<file path="src/rtl/tstate_pkg.sv">
// Shared T-state constants for the sequencer and the microcode decode.
package tstate_pkg;
  localparam int unsigned NUM_T_DEF = 8;
  localparam int unsigned TW_DEF    = 3;
  localparam int unsigned CW_DEF    = 16;
  localparam int unsigned T_FETCH0  = 0;
  localparam int unsigned T_FETCH1  = 1;
endpackage

</file>
<file path="src/rtl/step_sync.sv">
// Two-flop synchroniser for the asynchronous step button, followed by a
// rising-edge detector giving a one-clock step pulse (falling-edge domain).
module step_sync (
  input  logic clk,
  input  logic reset_bar,
  input  logic step_req,
  output logic step_pulse
);
  logic sync1, sync2, prev;

  always_ff @(negedge clk or negedge reset_bar) begin
    if (!reset_bar) begin
      sync1 <= 1'b0;
      sync2 <= 1'b0;
      prev  <= 1'b0;
    end else begin
      sync1 <= step_req;
      sync2 <= sync1;
      prev  <= sync2;
    end
  end

  assign step_pulse = sync2 & ~prev;
endmodule

</file>
<file path="src/rtl/tstate_seq.sv">
// Parametrised T-state sequencer: counts T-states on the falling clock edge,
// with hold, single-step, end-of-instruction clear and an instruction counter.
module tstate_seq
  import tstate_pkg::*;
#(
  parameter int unsigned NUM_T = NUM_T_DEF,
  parameter int unsigned TW    = TW_DEF,
  parameter int unsigned CW    = CW_DEF
) (
  input  logic             clk,
  input  logic             reset_bar,
  input  logic             clr,
  input  logic             hold,
  input  logic             step_en,
  input  logic             step_req,
  output logic [TW-1:0]    T,
  output logic [NUM_T-1:0] T_onehot,
  output logic             T_last,
  output logic             wrap,
  output logic [CW-1:0]    instr_count
);
  localparam logic [TW-1:0] T_MAX = TW'(NUM_T - 1);

  logic step_pulse;
  logic adv;

  step_sync u_step_sync (
    .clk       (clk),
    .reset_bar (reset_bar),
    .step_req  (step_req),
    .step_pulse(step_pulse)
  );

  // hold dominates; in step mode only a synchronised press may advance
  assign adv = !hold && (!step_en || step_pulse);

  always_ff @(negedge clk or negedge reset_bar) begin
    if (!reset_bar) begin
      T           <= '0;
      wrap        <= 1'b0;
      instr_count <= '0;
    end else if (adv) begin
      if (clr || T == T_MAX) begin
        T           <= '0;
        wrap        <= 1'b1;
        instr_count <= instr_count + CW'(1);
      end else begin
        T    <= T + TW'(1);
        wrap <= 1'b0;
      end
    end else begin
      wrap <= 1'b0;
    end
  end

  always_comb begin
    T_onehot = '0;
    for (int unsigned i = 0; i < NUM_T; i++) begin
      T_onehot[i] = (T == TW'(i));
    end
  end

  assign T_last = (T == T_MAX);
endmodule
</file>
<file path="config.mk">
export PLATFORM = sky130hd
export DESIGN_NAME = tstate_seq
export DESIGN_NICKNAME = d
export VERILOG_FILES = /design/src/rtl/tstate_pkg.sv /design/src/rtl/step_sync.sv /design/src/rtl/tstate_seq.sv
export SDC_FILE = /design/constraint.sdc
export NUM_CORES = 1
export LEC_CHECK = 0
export ABC_AREA = 0
export CORE_MARGIN = 2
export CORE_UTILIZATION = 45
export DETAILED_ROUTE_END_ITERATION = 8
export PLACE_DENSITY = 0.77
export SKIP_CTS_REPAIR_TIMING = 1
export SLEW_MARGIN = 15
export SYNTH_ARGS = -nofsm -noshare
export SYNTH_HDL_FRONTEND = slang
export SYNTH_SLANG_ARGS = --single-unit
</file>
<file path="constraint.sdc">
create_clock -name clk -period 2.1 [get_ports clk]
set_clock_uncertainty 0.1 [all_clocks]
set_input_delay 0.42 -clock clk [delete_from_list [all_inputs] [get_ports clk]]
set_output_delay 0.42 -clock clk [all_outputs]
set_load 0.01 [all_outputs]
</file>
==> impl_metrics.py <==
metrics = {
    "cells_and_area": {
        "multi_input_area_um2": 688.2,
        "utilization_pct": 85.96,
        "drive_gt1_share_pct": 65.09,
        "seqCellArea_um2": 575.6,
        "final_area_um2": 1938,
        "area_growth_pct": 78.05,
        "fin_nets": 183,
        "stdcell_count": 197,
        "fill_cells": 123,
        "antenna_cells": 0,
    },
    "timing": {
        "finalMaxSlewViolations": 0,
        "hold_viol": 0,
        "rsz0062_at_grt": "yes",
        "setup_slack_ps": -850.5,
        "setup_violations": 45,
        "tightestPinTransition_ps": 557.1,
        "max_slew_margin_pct": 62.86,
    },
    "setup_path": {
        "path_cells": "buf_4 -> ha_4 -> ha_2 -> buf_6",
        "r2r_start": "instr_count[2]$_DFFE_NN0P_",
        "crit_buf_inv": 2,
        "critPathCaptureType": "primary output",
        "cp_top_family": "flip-flops",
        "critical_path_class": "flip-flop to primary output",
        "arrival_ps": 2430,
        "critPathMaxFanout": 4,
        "slowest_stage": "dfrtn_1",
        "critPathLaunchType": "flip-flop",
        "slowest_delay_ps": 500,
        "startpoint": "T[1]$_DFFE_NN0P_",
        "critPathRequiredTime_ps": 1580,
    },
    "synthesis": {
        "synth_area_um2": 1089,
        "synth_compound_area_share_pct": 5.977,
        "yosysUniqueCellTypes": 23,
        "ys_seq_elements": 23,
        "synthMuxAreaShare_pct": 1.034,
        "synth_top_area_share_pct": 52.87,
        "synthTopCellsByArea": "dfrtn_1 53%, xnor2_1 9.7%, ha_1 8.0%, nand3_1 3.7%, and3_1 2.9%",
        "synth_top_family_by_area": "simple AND/OR/NAND/NOR gates",
        "synthAdderAreaFrac_pct": 8.046,
        "yosysSeqAreaShare_pct": 52.87,
        "avgSynthCellArea_um2": 12.09,
        "yosys_warnings": 0,
        "synth_top_area_cell": "dfrtn_1",
        "syn_inst": 90,
        "synthXorXnorAreaFrac_pct": 12.07,
        "yosys.area_share.simple_pct": 17.82,
        "synth_nets": 103,
    },
    "routing": {
        "ant_nets": 0,
        "drt_iter0_markers": 14,
        "vias_per_cell": 5.025,
        "firstDrtPassIters": 4,
        "drc": 0,
        "routedWlPerCell_um": 16.65,
        "vias": 990,
        "routed_wl_mm": 3.281,
    },
    "grt": {
        "grt.overflow.total": 0,
        "grt_max_degree": 24,
        "grt_pass1_vias": 876,
        "grt_usage_pct": 19.00,
        "grt_first_pass_wirelength_mm": 3.850,
        "antenna_found_initial": 0,
    },
    "status": {
        "status": "finished, violations left",
        "violations": "negative setup slack",
    },
    "power": {
        "total_power_mw": 1.347,
        "cellPowerDensity_nw_per_um2": 695.0,
        "leakage_nw": 1.013,
        "ir_drop_mv": 0.7343,
    },
    "die": {
        "num_rows": 17,
        "die_w_um": 53.19,
        "dieArea_um2": 2829,
        "pin_count": 35,
        "chipHeight_um": 53.19,
        "initial_core_util_pct": 48.28,
        "core_area_um2": 2255,
    },
    "placement": {
        "place_congestion": 0.8099,
        "dp_hpwl_mm": 1.799,
        "dpl_cell_area_um2": 1695,
        "numPlacedInstances": 177,
        "port_buffers": 34,
    },
    "min_path": {
        "hold_class": "flip-flop to flip-flop",
        "hp-start": "u_step_sync.sync1$_DFF_NN0_",
    },
    "clock_tree": {
        "htreeDepth": 1,
        "numClockSinks": 23,
        "insertion_delay_ps": 310,
        "cts_tree": "done",
        "numCtsBuffers": 3,
        "clkTransAtPathRegs_ps": 90,
        "clockBufferDepth": 2,
        "clock-root-buffer": "clkbuf_4",
    },
    "job": {
        "drv_cap": 0,
    },
}
[flip-flops by register name (all words and copies together) (netlist names)]
name               cells
instr_count           16
T                      3
wrap                   1
u_step_sync.sync2      1
u_step_sync.sync1      1
u_step_sync.prev       1
[path summary, 6_finish.rpt]
check | to | slack, ps | cells after the start
max | T_onehot[3] | -850 | 4
min | u_step_sync.sync2$_DFF_NN0_ | 220 | 0
max reg2reg | instr_count[9]$_DFFE_NN0P_ | -10 | 6
min reg2reg | u_step_sync.sync2$_DFF_NN0_ | 220 | 0
max in group asynchronous | T[2]$_DFFE_NN0P_ | 440 | 2
min in group asynchronous | instr_count[14]$_DFFE_NN0P_ | 1280 | 2
[routing by layer]
layer  up-vias  track usage, %  part of all wire (%)
met5         -               0                     0
met4         0           8.974                   2.5
met3        11           3.955                   5.3
met2        32           31.04                    52
met1       484           23.94                    40
li1        463               -                     -
[cell families after synthesis]
family          Yosys count
simple gates             32
buf+inv                   5
xor+xnor                 15
compound gates            7
fa+ha+maj                 7
mux                       1
flops                    23
[metrics by stage]
stage / setup TNS, ps / hold WS [ps] / setup slack (ps)
after detailed placement: -32720 / 209.3 / -931.5
after floorplan: -8324 / 191.7 / -432.2
after global routing: -17960 / 233.3 / -891.9
final: -16600 / 221.3 / -850.5
after global placement: -31730 / 192.7 / -909.4
after CTS: -36240 / 220.4 / -1212
[where the power goes]
group	leakage, nW	switching (mW)	internal [mW]
combinational	0.692	0.273	0.319
clock	0.0177	0.135	0.0712
sequential	0.303	0.0418	0.507
[synthesized netlist by cell type, drive strengths merged]
| master | n |
|---|---|
| and2 | 3 |
| dfrtn | 23 |
| mux2 | 1 |
| nor2 | 1 |
| and4 | 2 |
| a211oi | 1 |
| inv | 3 |
| nand4 | 3 |
| o21ai | 4 |
| a21oi | 1 |
| and3 | 5 |
| and2b | 1 |
| nand3 | 8 |
| buf | 2 |
| xnor2 | 12 |
| nand2b | 1 |
| xor2 | 3 |
| ha | 7 |
| a2111oi | 1 |
| nand3b | 1 |
| nor2b | 3 |
| nand2 | 4 |
[area by class of cell]
type                            instances  area share, %
Clock buffer                            3          1.162
Clock inverter                          1         0.2582
Inverter                                3         0.5810
Multi-Input combinational cell         62          35.51
Sequential cell                        23          29.70
Tap cell                               28          1.808
Timing Repair Buffer                   77          30.99
[cells in the final DEF (no fill, tap or decap), types with 4 or more instances in the layout]
cell type,instances
buf_4,36
dfrtn_1,23
buf_2,20
buf_6,10
xnor2_1,8
and3_1,4
xnor2_2,4
clkbuf_2,4
(Power assumes the default switching activity.)
==> RTL change 1, RTL diff (config.mk and constraints unchanged) <==
Set the package constant `TW_DEF` to 5 (it was 3).
--- a/src/rtl/tstate_pkg.sv
+++ b/src/rtl/tstate_pkg.sv
@@ -3,3 +3,3 @@
   localparam int unsigned NUM_T_DEF = 8;
-  localparam int unsigned TW_DEF    = 3;
+  localparam int unsigned TW_DEF    = 5;
   localparam int unsigned CW_DEF    = 16;
Ports: changed (resized T); port bits go from 35 to 37. The function was not compared with the original's and may differ.
==> RTL change 1 against the unedited design <==
Global-route usage increased by 1.8 points; worst setup slack worse by 0.15 ns; sequential cell count up 2; synthesized area increased by 16%; wire length grew 30%; cell area rose by 17%; clock power rose by 9%; total power rose by 24%; the flow still finishes with violations (setup timing).
==> RTL change 1: results (changes against the unedited design) <==
| Metric | Value |
|---|---|
| Dpl cells | 220 (was 177) |
| Post-synthesis cell count | 119 (was 90) |
| Dpl cell area | 2008 um^2 (was 1695 um^2) |
| Number of global-route vias before repair | 1,238 (was 876) |
| DR WL met3 | 217 um (was 173 um) |
| Post-place setup slack | -0.9702 ns (was -0.9315 ns) |
| VDD IR max | 663.9 uV (was 734.3 uV) |
| Critical path fanouts, max | 3 (was 4) |
| Share of Yosys cell area claimed by the top area cell type | 49.50% (was 52.87%) |
| Synth Area in Adders | 4.950% (was 8.046%) |
| Yosys cell types | 32 (was 23) |
| Register area share after synthesis | 49.50% (was 52.87%) |
| Leakage power | 1.165 nW (was 1.013 nW) |
| Vias per std cell | 5.407 (was 5.025) |
| First-pass GRT wire length | 5285 um (was 3850 um) |
| Crit-path max cell delay | 0.47 ns (was 0.50 ns) |
| Failing checks | setup timing (unchanged) |
| Setup TNS | -20.18 ns (was -16.60 ns) |
| Relative slew slack | 73.46% (was 62.86%) |
| Final Worst Setup Slack | -1.000 ns (was -0.8505 ns) |
| GRT Resource Usage Total | 20.79% (was 19.00%) |
| Starting DRT DRC Count | 51 (was 14) |
| Status | complete, but fails checks (unchanged) |
| Routed met2 length | 2281 um (was 1705 um) |
| Routed len/inst | 17.54 um (was 16.65 um) |
| CP arrival | 2.58 ns (was 2.43 ns) |
| Synth area leaders | dfrtn_1, xnor2_1, ha_1 (unchanged) |
| Synthesized Nets | 130 (was 103) |
| Layout cells sized above 1 | 57.55% (was 65.09%) |
| Synth Area in XOR/XNOR | 10.40% (was 12.07%) |
| Top flop regs | instr_count (16), T (5) (was instr_count (16), T (3)) |
| Final setup viols | 52 (was 45) |
## RTL change 1: changes by cell type after synthesis, moves of 4 or more
| cell | unedited run | this run |
|---|---|---|
| nand2b_1 | 0 | 4 |
| nor3_1 | 0 | 4 |
| nand2_1 | 4 | 9 |
| nor2_1 | 1 | 7 |
## RTL change 1: report_power, final
group | switching, mW | internal [mW] | leakage, nW
registers | 0.0511 | 0.555 | 0.327
clock network | 0.151 | 0.0747 | 0.0150
logic | 0.403 | 0.431 | 0.823
total | 0.605 | 1.06 | 1.16
## RTL change 1: worst paths after layout
kind	start	end	slack [ns]	cells after the start
setup / recovery	T[0]	T_onehot[1]	-1.0	6
hold / removal	u_step_sync.sync1	u_step_sync.sync2	0.20	0
setup reg to reg	T[1]	instr_count[6]	-0.07	8
hold reg to reg	u_step_sync.sync1	u_step_sync.sync2	0.20	0
max in group asynchronous	reset_bar	instr_count[5]	0.45	2
min in group asynchronous	reset_bar	T[2]	1.27	2
## RTL change 1: area by class of cell
class                           instances  area, um^2  area share (%)
Clock buffer                            4       26.28           1.158
Timing Repair Buffer                   92       759.5           33.46
Tap cell                               31       38.79           1.709
Inverter                                3       13.76          0.6064
Multi-Input combinational cell         88       805.8           35.50
Sequential cell                        25       625.6           27.56
## RTL change 1: per-layer routing
| layer | vias up | global-route usage, % |
|---|---|---|
| met5 | - | 0 |
| met4 | 0 | 8.306 |
| met3 | 11 | 2.268 |
| met2 | 58 | 38.10 |
| met1 | 638 | 24.78 |
| li1 | 607 | - |
## RTL change 1: worst max-delay path, delay by kind of cell, from the launching register on
kind / cells / cell delay [ns]
buf+inv: 3 / 0.36
simple gates: 2 / 0.17
fa+ha+maj: 1 / 0.19
flops: 1 / 0.47
==> RTL change 2, RTL diff (same settings) <==
Made on the original files. Reset style: synchronous (`reset_bar`), changed in 2 clocked blocks. Comments in the files are not updated.
--- a/src/rtl/step_sync.sv
+++ b/src/rtl/step_sync.sv
@@ -10,3 +10,3 @@
 
-  always_ff @(negedge clk or negedge reset_bar) begin
+  always_ff @(negedge clk) begin
     if (!reset_bar) begin
--- a/src/rtl/tstate_seq.sv
+++ b/src/rtl/tstate_seq.sv
@@ -36,3 +36,3 @@
 
-  always_ff @(negedge clk or negedge reset_bar) begin
+  always_ff @(negedge clk) begin
     if (!reset_bar) begin
Behaviour: differs if reset_bar is asserted again (counterexample within 4 cycles, from zero or initial values and one cycle with reset_bar low); with reset_bar held inactive, the same outputs for 10 cycles.
==> RTL change 2 against the unedited design <==
The flow now stops in 5_1_grt; synthesized area up 9.3%.
==> RTL change 2: results (changes against the unedited design) <==
| Metric | Value |
|---|---|
| CTS HTree Levels | 1 (unchanged) |
| Sink Count | 23 (unchanged) |
| Largest net degree at the start of global routing | 18 |
| Status | aborted with a tool error (was complete, but fails checks) |
| CTS Buf Count | 3 (unchanged) |
| Err | [ERROR DPL-0033] detailed placement checks failed during check placement. |
| Failing step | 5_1_grt |
| Dpl cell area | 1969 um^2 (was 1695 um^2) |
| Initial antenna violation count | 1 |
| Routability-driven placement congestion ratio | 0.7441 (was 0.8099) |
| Ys async rst share | 0% (was 100.0%) |
| Top cells by instance count after synthesis | dfxtp_1, a21oi_1, inv_1, nor2_1 (was dfrtn_1, xnor2_1, nand3_1, ha_1, and3_1) |
| Register area share after synthesis | 38.70% (was 52.87%) |
| Synth area leaders | dfxtp_1, ha_1, a21oi_1 (was dfrtn_1, xnor2_1, ha_1) |
| I/O Buffers | 34 (unchanged) |
| Clock root cell | clkbuf_4 (unchanged) |
| Worst endpoint after global-route timing repair | T_onehot[5] |
| Hpwl dp | 2308 um (was 1799 um) |
| Syn avg cell area | 9.014 um^2 (was 12.09 um^2) |
| Yosys synthesis warning count | 0 (unchanged) |
| Share of Yosys cell area claimed by the top area cell type | 38.70% (was 52.87%) |
| Synthesized Nets | 145 (was 103) |
| Clock Tree Buf Depth | 2 (unchanged) |
| Worst endpoint type | output port |
| Yosys cell types | 37 (was 23) |
-- RTL change 2: changes by cell type after synthesis, sizes merged, moves of 4 or more --
cell and change:
dfxtp +23, and3 -5, nor2 +7, inv +7, a21oi +11, xnor2 -10, and2 +4, o31ai +6
or4 +6, dfrtn -23, mux2i +5
-- RTL change 2: cells by family after synthesis --
family	Yosys count	share of synthesized area, %
simple gates	51	25.55
mux	5	4.206
fa+ha+maj	7	7.360
compound gates	28	16.83
flops	23	38.70
xor+xnor	3	2.209
buf+inv	15	5.152
-- RTL change 2: stage by stage --
step                      std cells  setup slack [ns]  setup TNS (ns)
after floorplan                 132           -0.4758          -6.070
after global placement          221           -0.9627          -30.50
after detailed placement        221            -1.024          -31.61
after CTS                       247            -1.120          -35.12
